**src/rtl/multicycle_control_unit.sv**
```systemverilog
// Purpose : multi-cycle KGP-RISC control FSM (FETCH/DECODE/EXECUTE/MEMORY/WRITEBACK).
// Latency : mem_ready_i held high: ALU 4, lw 5, sw 4, b/br 3, bl 4 cycles from FETCH to retirement.
// Backpr. : FETCH/MEMORY stall on mem_ready_i; MAX_WAIT idle cycles raise mem_timeout_o (FETCH retries, MEMORY aborts).
//
// Ports:
//   clk_i, rst_i        clock, synchronous active-high reset
//   op_i                opcode field of IR, sampled in DECODE
//   mem_ready_i         memory completes the current access this cycle
//   instr_fetch_o, ir_write_o, pc_write_o, branch_o, ALUop_o, mem_read_o, mem_write_o,
//   alu_source_o, write_into_o, mem_reg_PC_o, reg_write_o   datapath control strobes
//   illegal_op_o, mem_timeout_o, instr_done_o               one-cycle status pulses
module multicycle_control_unit #(
  parameter int OP_W     = 6,
  parameter int ALUOP_W  = 4,
  parameter int MAX_WAIT = 15,
  parameter int WAIT_W   = $clog2(MAX_WAIT + 1)
) (
  input  logic               clk_i,
  input  logic               rst_i,
  input  logic [OP_W-1:0]    op_i,
  input  logic               mem_ready_i,
  output logic               instr_fetch_o,
  output logic               ir_write_o,
  output logic               pc_write_o,
  output logic [1:0]         branch_o,
  output logic [ALUOP_W-1:0] ALUop_o,
  output logic               mem_read_o,
  output logic               mem_write_o,
  output logic               alu_source_o,
  output logic [1:0]         write_into_o,
  output logic [1:0]         mem_reg_PC_o,
  output logic               reg_write_o,
  output logic               illegal_op_o,
  output logic               mem_timeout_o,
  output logic               instr_done_o
);

  typedef enum logic [2:0] {
    S_FETCH, S_DECODE, S_EXECUTE, S_MEMORY, S_WRITEBACK
  } state_t;

  localparam logic [OP_W-1:0] OP_ALU1 = OP_W'(1);
  localparam logic [OP_W-1:0] OP_ALU2 = OP_W'(2);
  localparam logic [OP_W-1:0] OP_ALU3 = OP_W'(3);
  localparam logic [OP_W-1:0] OP_ALU4 = OP_W'(4);
  localparam logic [OP_W-1:0] OP_LW   = OP_W'(5);
  localparam logic [OP_W-1:0] OP_SW   = OP_W'(7);
  localparam logic [OP_W-1:0] OP_B    = OP_W'(8);
  localparam logic [OP_W-1:0] OP_BR   = OP_W'(9);
  localparam logic [OP_W-1:0] OP_BL   = OP_W'(10);
  localparam logic [OP_W-1:0] OP_ALUB = OP_W'(11);

  localparam logic [WAIT_W-1:0] WAIT_MAX = WAIT_W'(MAX_WAIT);

  state_t            state_q, state_d;
  logic [OP_W-1:0]   op_q, op_d;
  logic [WAIT_W-1:0] wait_q, wait_d;

  function automatic logic is_legal(input logic [OP_W-1:0] o);
    case (o)
      OP_ALU1, OP_ALU2, OP_ALU3, OP_ALU4, OP_LW, OP_SW,
      OP_B, OP_BR, OP_BL, OP_ALUB: is_legal = 1'b1;
      default:                     is_legal = 1'b0;
    endcase
  endfunction

  always_ff @(posedge clk_i) begin
    if (rst_i) begin
      state_q <= S_FETCH;
      op_q    <= '0;
      wait_q  <= '0;
    end else begin
      state_q <= state_d;
      op_q    <= op_d;
      wait_q  <= wait_d;
    end
  end

  always_comb begin
    state_d       = state_q;
    op_d          = op_q;
    wait_d        = '0;  // only a stalled FETCH/MEMORY keeps counting
    instr_fetch_o = 1'b0;
    ir_write_o    = 1'b0;
    pc_write_o    = 1'b0;
    branch_o      = 2'b00;
    ALUop_o       = '0;
    mem_read_o    = 1'b0;
    mem_write_o   = 1'b0;
    alu_source_o  = 1'b0;
    write_into_o  = 2'b00;
    mem_reg_PC_o  = 2'b00;
    reg_write_o   = 1'b0;
    illegal_op_o  = 1'b0;
    mem_timeout_o = 1'b0;
    instr_done_o  = 1'b0;

    case (state_q)
      S_FETCH: begin
        instr_fetch_o = 1'b1;
        mem_read_o    = 1'b1;
        if (mem_ready_i) begin
          ir_write_o = 1'b1;
          pc_write_o = 1'b1;
          state_d    = S_DECODE;
        end else if (wait_q == WAIT_MAX) begin
          mem_timeout_o = 1'b1;  // retry the fetch with a fresh budget
        end else begin
          wait_d = wait_q + WAIT_W'(1);
        end
      end

      S_DECODE: begin
        // op_q is not yet valid here, so legality is judged on the live field.
        op_d = op_i;
        if (is_legal(op_i)) begin
          state_d = S_EXECUTE;
        end else begin
          illegal_op_o = 1'b1;
          state_d      = S_FETCH;
        end
      end

      S_EXECUTE: begin
        state_d = S_WRITEBACK;
        case (op_q)
          OP_ALU1: ALUop_o = ALUOP_W'(1);
          OP_ALU2: begin ALUop_o = ALUOP_W'(2); alu_source_o = 1'b1; end
          OP_ALU3: ALUop_o = ALUOP_W'(3);
          OP_ALU4: begin ALUop_o = ALUOP_W'(4); alu_source_o = 1'b1; end
          OP_LW:   begin ALUop_o = ALUOP_W'(5); alu_source_o = 1'b1; state_d = S_MEMORY; end
          OP_SW:   begin ALUop_o = ALUOP_W'(6); alu_source_o = 1'b1; state_d = S_MEMORY; end
          OP_B: begin
            ALUop_o = ALUOP_W'(7); branch_o = 2'b01;
            instr_done_o = 1'b1; state_d = S_FETCH;
          end
          OP_BR: begin
            branch_o = 2'b10;
            instr_done_o = 1'b1; state_d = S_FETCH;
          end
          OP_BL:   begin ALUop_o = ALUOP_W'(9); branch_o = 2'b01; end
          OP_ALUB: ALUop_o = ALUOP_W'(10);
          default: state_d = S_FETCH;
        endcase
      end

      S_MEMORY: begin
        // Address computation stays on the ALU for the whole access.
        alu_source_o = 1'b1;
        ALUop_o      = (op_q == OP_LW) ? ALUOP_W'(5) : ALUOP_W'(6);
        mem_read_o   = (op_q == OP_LW);
        mem_write_o  = (op_q != OP_LW);
        if (mem_ready_i) begin
          if (op_q == OP_LW) begin
            state_d = S_WRITEBACK;
          end else begin
            instr_done_o = 1'b1;
            state_d      = S_FETCH;
          end
        end else if (wait_q == WAIT_MAX) begin
          mem_timeout_o = 1'b1;  // abandon the instruction, no retirement
          state_d       = S_FETCH;
        end else begin
          wait_d = wait_q + WAIT_W'(1);
        end
      end

      S_WRITEBACK: begin
        reg_write_o  = 1'b1;
        instr_done_o = 1'b1;
        state_d      = S_FETCH;
        if (op_q == OP_LW) begin
          write_into_o = 2'b10;
          mem_reg_PC_o = 2'b00;
        end else if (op_q == OP_BL) begin
          write_into_o = 2'b11;
          mem_reg_PC_o = 2'b11;
        end else begin
          write_into_o = 2'b01;
          mem_reg_PC_o = 2'b01;
        end
      end

      default: state_d = S_FETCH;
    endcase

    // Nothing leaves the block while reset is asserted, whatever the state.
    if (rst_i) begin
      instr_fetch_o = 1'b0;
      ir_write_o    = 1'b0;
      pc_write_o    = 1'b0;
      branch_o      = 2'b00;
      ALUop_o       = '0;
      mem_read_o    = 1'b0;
      mem_write_o   = 1'b0;
      alu_source_o  = 1'b0;
      write_into_o  = 2'b00;
      mem_reg_PC_o  = 2'b00;
      reg_write_o   = 1'b0;
      illegal_op_o  = 1'b0;
      mem_timeout_o = 1'b0;
      instr_done_o  = 1'b0;
    end
  end

endmodule
```
**config.mk**
```make
export PLATFORM = sky130hd
export DESIGN_NAME = multicycle_control_unit
export DESIGN_NICKNAME = d
export VERILOG_FILES = /design/src/rtl/multicycle_control_unit.sv
export SDC_FILE = /design/constraint.sdc
export NUM_CORES = 1
export LEC_CHECK = 0
export BUFFER_PORTS_ARGS = -buffer_cell sky130_fd_sc_hd__clkbuf_2
export CAP_MARGIN = 10
export CELL_PAD_IN_SITES_DETAIL_PLACEMENT = 0
export CELL_PAD_IN_SITES_GLOBAL_PLACEMENT = 1
export CORE_MARGIN = 2
export CORE_UTILIZATION = 31
export DETAILED_ROUTE_END_ITERATION = 7
export GPL_ROUTABILITY_DRIVEN = 0
export MAX_ROUTING_LAYER = met4
export PLACE_DENSITY_LB_ADDON = 0.25
export SLEW_MARGIN = 20
export SYNTH_ARGS = -nofsm -noshare
export SYNTH_HDL_FRONTEND = slang
export SYNTH_SLANG_ARGS = --single-unit
```
**constraint.sdc**
```tcl
create_clock -name clk_i -period 1.25 [get_ports clk_i]
set_input_delay 0.125 -clock clk_i [delete_from_list [all_inputs] [get_ports clk_i]]
set_output_delay 0.125 -clock clk_i [all_outputs]
set_load 0.03 [all_outputs]
```
==> impl_results.md, run 1 <==
- Hold Crit Class: primary input to flip-flop
- Initial antenna violation count: 0
- Max-slew violation count: 0
- Total Routing Usage GR: between 10% and 20%
- Wire length per cell: approximately 13 um
- Dpl hpwl: 2180 um
- Clock Path Buffers: 2
- Post-DP Area: roughly 1400 um^2
- Detail Route Antenna Nets: 0
- Worst Tran Pin Value: 0.474 ns
- NetSw: 325 uW
- Share of cells above drive strength 1: between 60% and 70%
- Worst-path clk slew: approximately 0.09 ns
- Required time of the worst setup path: roughly 1.1 ns
- CP Launch Type: flip-flop
- Critical path data arrival time: about 1.7 ns
- Worst setup path class: flip-flop to output pin
- Cell variety after synth: 37
- Avg Synthesized Cell Area: between 7 and 8 um^2
- Setup TNS: -8.65 ns
- CP delay by family, top: simple AND/OR/NAND/NOR gates
- Slowest stage delay, CP: around 0.43 ns
- Critical path fanouts, max: 4
- Internal power: 729 uW
- Number of max-cap violations: 0
- TritonCTS Sinks: 13
- Via density: ~5.1
- # setup viols final: 26
- Period minus WS final: 1.78 ns
- Number of port buffers: 28
- Post-route cell area: 1910 um^2
- Largest net degree at the start of global routing: 11
- Routed Wire Length: between 2000 and 3000 um
- Root buf cell: clkbuf_4
- Die X: a little under 60 um
- Highest ir drop seen on vdd: 0.524 mV
- #FFs+latches synth: 13
- Sequential fraction of the synthesis area: slightly below 30%
- Die H: around 58 um
- Synthesized area: between 800 and 900 um^2
- # DRC: 0
- Antenna fix cells: 0
- Gate Count Post-Synth: between 100 and 150
- I/O pin total: 29
- CTS tree: done
- Layout area overhead: 112%
- Total global routing overflow: 0
- Worst relative slew slack: between 60 and 70%
- Layout Nets: between 150 and 200
- Global-route wire length before repair: about 4900 um
- Ys Warns: 0
- Core box area: approximately 2800 um^2
- Leak: just under 0.8 nW
- Setup WS post-layout: -0.531 ns
- Synth async-reset ratio: 0%
- Vias: about 1100
- Final Hold Viols: 0
- Sw Share: between 30% and 40%
- Initial core utilization: between 30% and 40%
- Max Clock Skew: 0.00986 ns
- Vias in the first global route: 1085
- Sequential Power Share: 42.3%
- Failing checks: negative setup slack
- Combinational Power Share: about a third
- Slowest-stage cell, CP: or3b_4
- RSZ-0062 raised after global routing: true
- CTS Buf Count: 3
- Max Fclk: 0.561 GHz
- Clk_lat worst skew: between 0.2 and 0.3 ns
- Pwr per Cell Area: 552 nW/um^2
- Drt initial violations: 21
- Final Core Density: approximately 69%
- Status: finished, violations left
- Dominant synthesized flop cell: dfxtp_1
- CP Cell Sequence: nand2b_4, or3b_4, buf_4, o21bai_4, buf_8
- Site row count: 19
- DRT Pass-1 Iters: 4
- EDFF count, synth: 0
- WP buf/inv: 2
- Synth Net Count: roughly 130
- Clock power share: 24.6%
- Critical path capture point type: output pin
- H-tree depth: 1
- Die area: about 3300 um^2
- Final period util: 143%
worst paths after layout:
path              startpoint    endpoint  slack (ns)  cells after the start
hold / removal       op_i[4]     op_q[4]        0.08                      3
setup reg to reg  state_q[2]   wait_q[0]       -0.12                      4
setup / recovery  state_q[2]  mem_read_o       -0.53                      5
hold reg to reg    wait_q[0]   wait_q[0]        0.45                      1
cell usage in the layout, fill, tap and decap left out, drive strengths merged, types with 4 or more instances in the layout:
cell type | netlist | final
buf | 5 | 61
o21ai | 10 | 10
nor2 | 14 | 14
nor3 | 4 | 4
nor2b | 6 | 6
clkbuf | 4 | 15
dfxtp | 13 | 13
a21oi | 12 | 12
nand2 | 11 | 11
nand3 | 4 | 4
final cells by class:
type | instances | area (um^2)
well taps | 31 | 38.8
fillers | 206 | 850
clock inverters | 1 | 5.00
repair buffers | 73 | 709
flip-flops and latches | 13 | 278
inverters | 3 | 11.3
clock buffers | 3 | 22.5
multi-input cells | 94 | 843
metal layers:
metal	wire (um)	up-vias	track usage [%]
li1	-	558	-
met4	19	0	3.99
met1	1210	520	23.1
met3	81	2	3.35
met2	1630	22	33.8
met5	0	-	-
cell families after synthesis:
family | Yosys count | share of synthesized area [%]
compound gates | 33 | 21.7
xor+xnor | 3 | 2.92
fa+ha+maj | 1 | 1.39
buf+inv | 12 | 7.93
flops | 13 | 28.9
simple gates | 57 | 37.1
power by group through the flow:
stage                     Clock [mW]  Sequential (mW)  Combinational [mW]
after floorplan                    0            0.449               0.157
after global placement             0            0.453               0.255
after detailed placement           0            0.454               0.259
after CTS                      0.269            0.446               0.316
after global routing           0.311            0.449               0.376
final                          0.259            0.446               0.349
Yosys cell counts (2+ instances only):
| master | number | area share, % |
|---|---|---|
| o22ai_1 | 2 | 1.4 |
| nand4b_1 | 2 | 1.9 |
| clkbuf_1 | 4 | 1.7 |
| and2_1 | 3 | 2.1 |
| buf_6 | 2 | 2.5 |
| nor2_1 | 14 | 5.8 |
| nor3_1 | 4 | 2.2 |
| dfxtp_1 | 13 | 29 |
| nor2b_1 | 5 | 3.5 |
| nor4_1 | 2 | 1.4 |
| nand3_1 | 3 | 1.7 |
| o21ai_0 | 10 | 5.6 |
| a21oi_1 | 12 | 6.7 |
| inv_1 | 3 | 1.3 |
| xnor2_1 | 2 | 1.9 |
| nand2_1 | 11 | 4.6 |
| o21bai_1 | 2 | 1.7 |
| buf_4 | 3 | 2.5 |
| a2bb2oi_1 | 3 | 2.9 |
| nor3b_1 | 2 | 1.7 |
tightest hold or removal path, delay by kind of cell:
kind,cells,cell delay (ns)
compound gates,1,0.05
buf+inv,1,0.09
simple gates,1,0.05
what timing repair did:
item,4_1_cts,5_1_grt
pin swaps,11,14
buffers inserted,8,6
endpoints found under the setup margin,27,33
hold buffers,0,0
resized for setup,57,49
metrics by stage:
step	total power, mW	setup WS, ns	std cells	hold WS [ns]
floorplan	0.606	-0.374	119	0.261
global placement	0.709	-0.231	205	0.378
detailed placement	0.714	-0.292	205	0.382
CTS	1.03	-0.524	216	0.0744
global route	1.14	-0.606	218	0.0564
finish	1.05	-0.531	218	0.0791
flip-flops by register name, summed over array words and instances, names as in the netlist:
name,count
op_q,6
wait_q,4
state_q,3
Note: power is estimated with default switching activity, not from simulation.
==> run 2, diff against run 1 <==
--- a/config.mk
+++ b/config.mk
@@ -5,12 +5,13 @@
 export SDC_FILE = /design/constraint.sdc
 export NUM_CORES = 1
 export LEC_CHECK = 0
+export ABC_AREA = 1
 export BUFFER_PORTS_ARGS = -buffer_cell sky130_fd_sc_hd__clkbuf_2
 export CAP_MARGIN = 10
 export CELL_PAD_IN_SITES_DETAIL_PLACEMENT = 0
 export CELL_PAD_IN_SITES_GLOBAL_PLACEMENT = 1
 export CORE_MARGIN = 2
-export CORE_UTILIZATION = 31
+export CORE_UTILIZATION = 30
 export DETAILED_ROUTE_END_ITERATION = 7
 export GPL_ROUTABILITY_DRIVEN = 0
 export MAX_ROUTING_LAYER = met4
@@ -19,3 +20,4 @@
 export SYNTH_ARGS = -nofsm -noshare
 export SYNTH_HDL_FRONTEND = slang
 export SYNTH_SLANG_ARGS = --single-unit
+export TNS_END_PERCENT = 20
==> impl_results.md, run 2 <==
- Failing checks: negative setup slack
- Dominant synthesized flop cell: dfxtp_1
- Ys Warns: 0
- Sequential Power Share: about two fifths
- Area contributors post-synth: dfxtp_1 (28%), nand2_1 (15%), inv_1 (9.7%)
- Avg Synthesized Cell Area: 6.09 um^2
- Root buf cell: clkbuf_4
- Slowest-stage cell, CP: dfxtp_4
- Max Fclk: roughly 0.61 GHz
- Clock Path Buffers: 2
- Top cell types by occurrence after synthesis: nand2_1 (37), inv_1 (24), nor2_1 (16), nand3_1 (15), dfxtp_1 (13)
- Post-DP Area: 1470 um^2
- Hold-fix buffers at CTS: 0
- Vias: around 1200
- Worst-path clk slew: roughly 0.070 ns
- H-tree depth: 1
- Most common cell after layout, fill and taps aside: buf_4
- Min-delay src: op_i[2]
- Commonest non-fill, non-tap cells in the layout: buf_4 (36), nand2_1 (27), inv_1 (15)
- Sequential fraction of the synthesis area: 27.9%
- Synth async-reset ratio: 0%
- Most numerous cell in the Yosys netlist: nand2_1
- Max reg flops: 6
- Adder-cell area share of the yosys netlist: roughly 1.3%
- Required time of the worst setup path: 1.12 ns
- Largest family of logic cells by synthesized area: simple AND/OR/NAND/NOR gates
- Yosys top cell area share: ~28%
- Largest regs: op_q (6), wait_q (4), state_q (3)
- Worst setup path class: flip-flop to output pin
- Layout area overhead: 94.0%
- Post-Synth Simple-Gate Area: 40.7%
- Synth Area in Compound Gates: between 10 and 15%
- Critical path fanouts, max: 4
- CP Cell Sequence: inv_4, nor2_4, nand2_2, nor2_4, nand2_4, nand2_4, inv_2, nand2_2, nand3_4, buf_8
- Die area: 3570 um^2
- Leak: just over 0.8 nW
- Antenna fix cells: 0
- Layout Nets: 229
- WP buf/inv: 3
- Largest net degree at the start of global routing: 9
- Status: finished, violations left
- TritonCTS Sinks: 13
- Share of cells above drive strength 1: ~59%
- CP Launch Type: flip-flop
- Max Clock Skew: between 0.001 and 0.0015 ns
- RSZ-0062 raised after global routing: true
- Worst Hold Path EP: op_q[2]
- Hold Path Depth: 3
- CP delay by family, top: simple AND/OR/NAND/NOR gates
- Final period util: 131%
- # setup viols final: 21
- NetSw: ~420 uW
- Wire length per cell: ~12 um
- Max-slew violation count: 0
- RR Startpoint: op_q[2]
- Dpl hpwl: roughly 2300 um
- Routed Wire Length: ~2900 um
- Number of port buffers: 28
- Core box area: around 3000 um^2
- I/O pin total: 29
- Internal power: 781 uW
- Site row count: 20
- Via density: 4.77
- Number of max-cap violations: 0
- CTS tree: done
- Final Hold Viols: 0
- Initial core utilization: between 30% and 40%
- Reg2Reg Depth: 8
- Gate Count Post-Synth: about 150
- Pwr per Cell Area: between 600 and 700 nW/um^2
- Proportion of synthesized area in mux cells: 0%
- Reg2reg setup slack: -0.03 ns
- Total global routing overflow: 0
- Critical path capture point type: output pin
- Combinational Power Share: between 30% and 40%
- Post-route cell area: ~1800 um^2
- Synth area leader: dfxtp_1
- Cell variety after synth: 21
- Largest Register: op_q
- Post-synthesis xor/xnor area fraction: roughly 1.9%
- Critical path data arrival time: around 1.5 ns
- Detail Route Antenna Nets: 0
- Period minus WS final: ~1.6 ns
- Synthesized area: 932 um^2
- #FFs+latches synth: 13
- CTS Buf Count: 3
- Vias in the first global route: ~1100
- Drt initial violations: between 40 and 50
- Clock power share: a little over a fifth
- Worst relative slew slack: between 80 and 90%
- Initial antenna violation count: 0
- Slowest stage delay, CP: roughly 0.38 ns
- DRT Pass-1 Iters: 5
- Highest ir drop seen on vdd: 0.459 mV
- Setup TNS: -6.07 ns
- # DRC: 0
- Global-route wire length before repair: between 4000 and 5000 um
- Sw Share: about a third
- Clk_lat worst skew: roughly 0.28 ns
- Die H: between 50 and 60 um
- Setup WS post-layout: -0.389 ns
- Total Routing Usage GR: around 17%
- Crit Reg-Reg Endpoint: state_q[2]
- EDFF count, synth: 0
- Worst Tran Pin Value: roughly 0.28 ns
- Start point of the critical path: op_q[2]
- Die X: between 50 and 60 um
- Hold Crit Class: primary input to flip-flop
- Synth Net Count: 163
==> run 2: tightest hold or removal path, cell delays in order <==
cell,delay [ns]
clkbuf_2,0.09
inv_1,0.07
a21oi_1,0.06
==> run 2: through the flow <==
stage | setup slack (ns) | total power, mW | utilization, % | hold WS, ns | cells
after floorplan | -0.0609 | 0.682 | - | 0.184 | 153
after global placement | -0.150 | 0.853 | 49.0 | 0.392 | 242
after detailed placement | -0.194 | 0.859 | 49.0 | 0.396 | 242
after CTS | -0.394 | 1.17 | 57.2 | 0.0991 | 250
after global routing | -0.480 | 1.28 | 60.2 | 0.0999 | 251
final | -0.389 | 1.20 | 60.2 | 0.0953 | 251
==> run 2: power groups by stage <==
stage	logic, mW	registers [mW]	clock network, mW
global route	0.511	0.482	0.285
global placement	0.382	0.471	0
floorplan	0.213	0.470	0
detailed placement	0.386	0.473	0
CTS	0.438	0.470	0.261
finish	0.472	0.477	0.255
==> run 2: metal layers <==
layer / part of all wire (%) / vias up / track usage [%]
met5: 0 / - / -
met4: 2.1 / 0 / 7.94
met3: 3.4 / 6 / 1.30
met2: 52 / 32 / 29.8
met1: 43 / 538 / 19.9
li1: - / 621 / -
==> run 2: what timing repair did <==
action / in CTS / in global routing
setup buffers: 4 / 1
resized for setup: 59 / 30
hold endpoints to repair: 0 / 0
setup endpoints to repair: 25 / 31
pin swaps: 10 / 16
==> run 2: logic make-up after synthesis <==
group | Yosys count
adder cells (fa/ha/maj) | 1
flip-flops | 13
XOR/XNOR | 2
buffers and inverters | 32
AO/OA/AOI/OAI | 24
AND/OR/NAND/NOR | 81
==> run 2: final cells by class <==
class	instances	area [um^2]
well taps	33	41.3
multi-input cells	108	752
flip-flops and latches	13	285
fillers	273	1190
inverters	29	129
repair buffers	64	574
clock buffers	4	26.3
==> run 2: how the worst max path moves through the flow <==
stage | endpoint | slack [ns] | depth (start not counted)
2_1_floorplan | write_into_o[0] | -0.06 | 7
3_3_place_gp | ALUop_o[0] | -0.15 | 7
3_5_place_dp | instr_done_o | -0.19 | 10
4_1_cts | instr_done_o | -0.39 | 10
5_1_grt | instr_done_o | -0.48 | 10
6_report | instr_done_o | -0.39 | 10
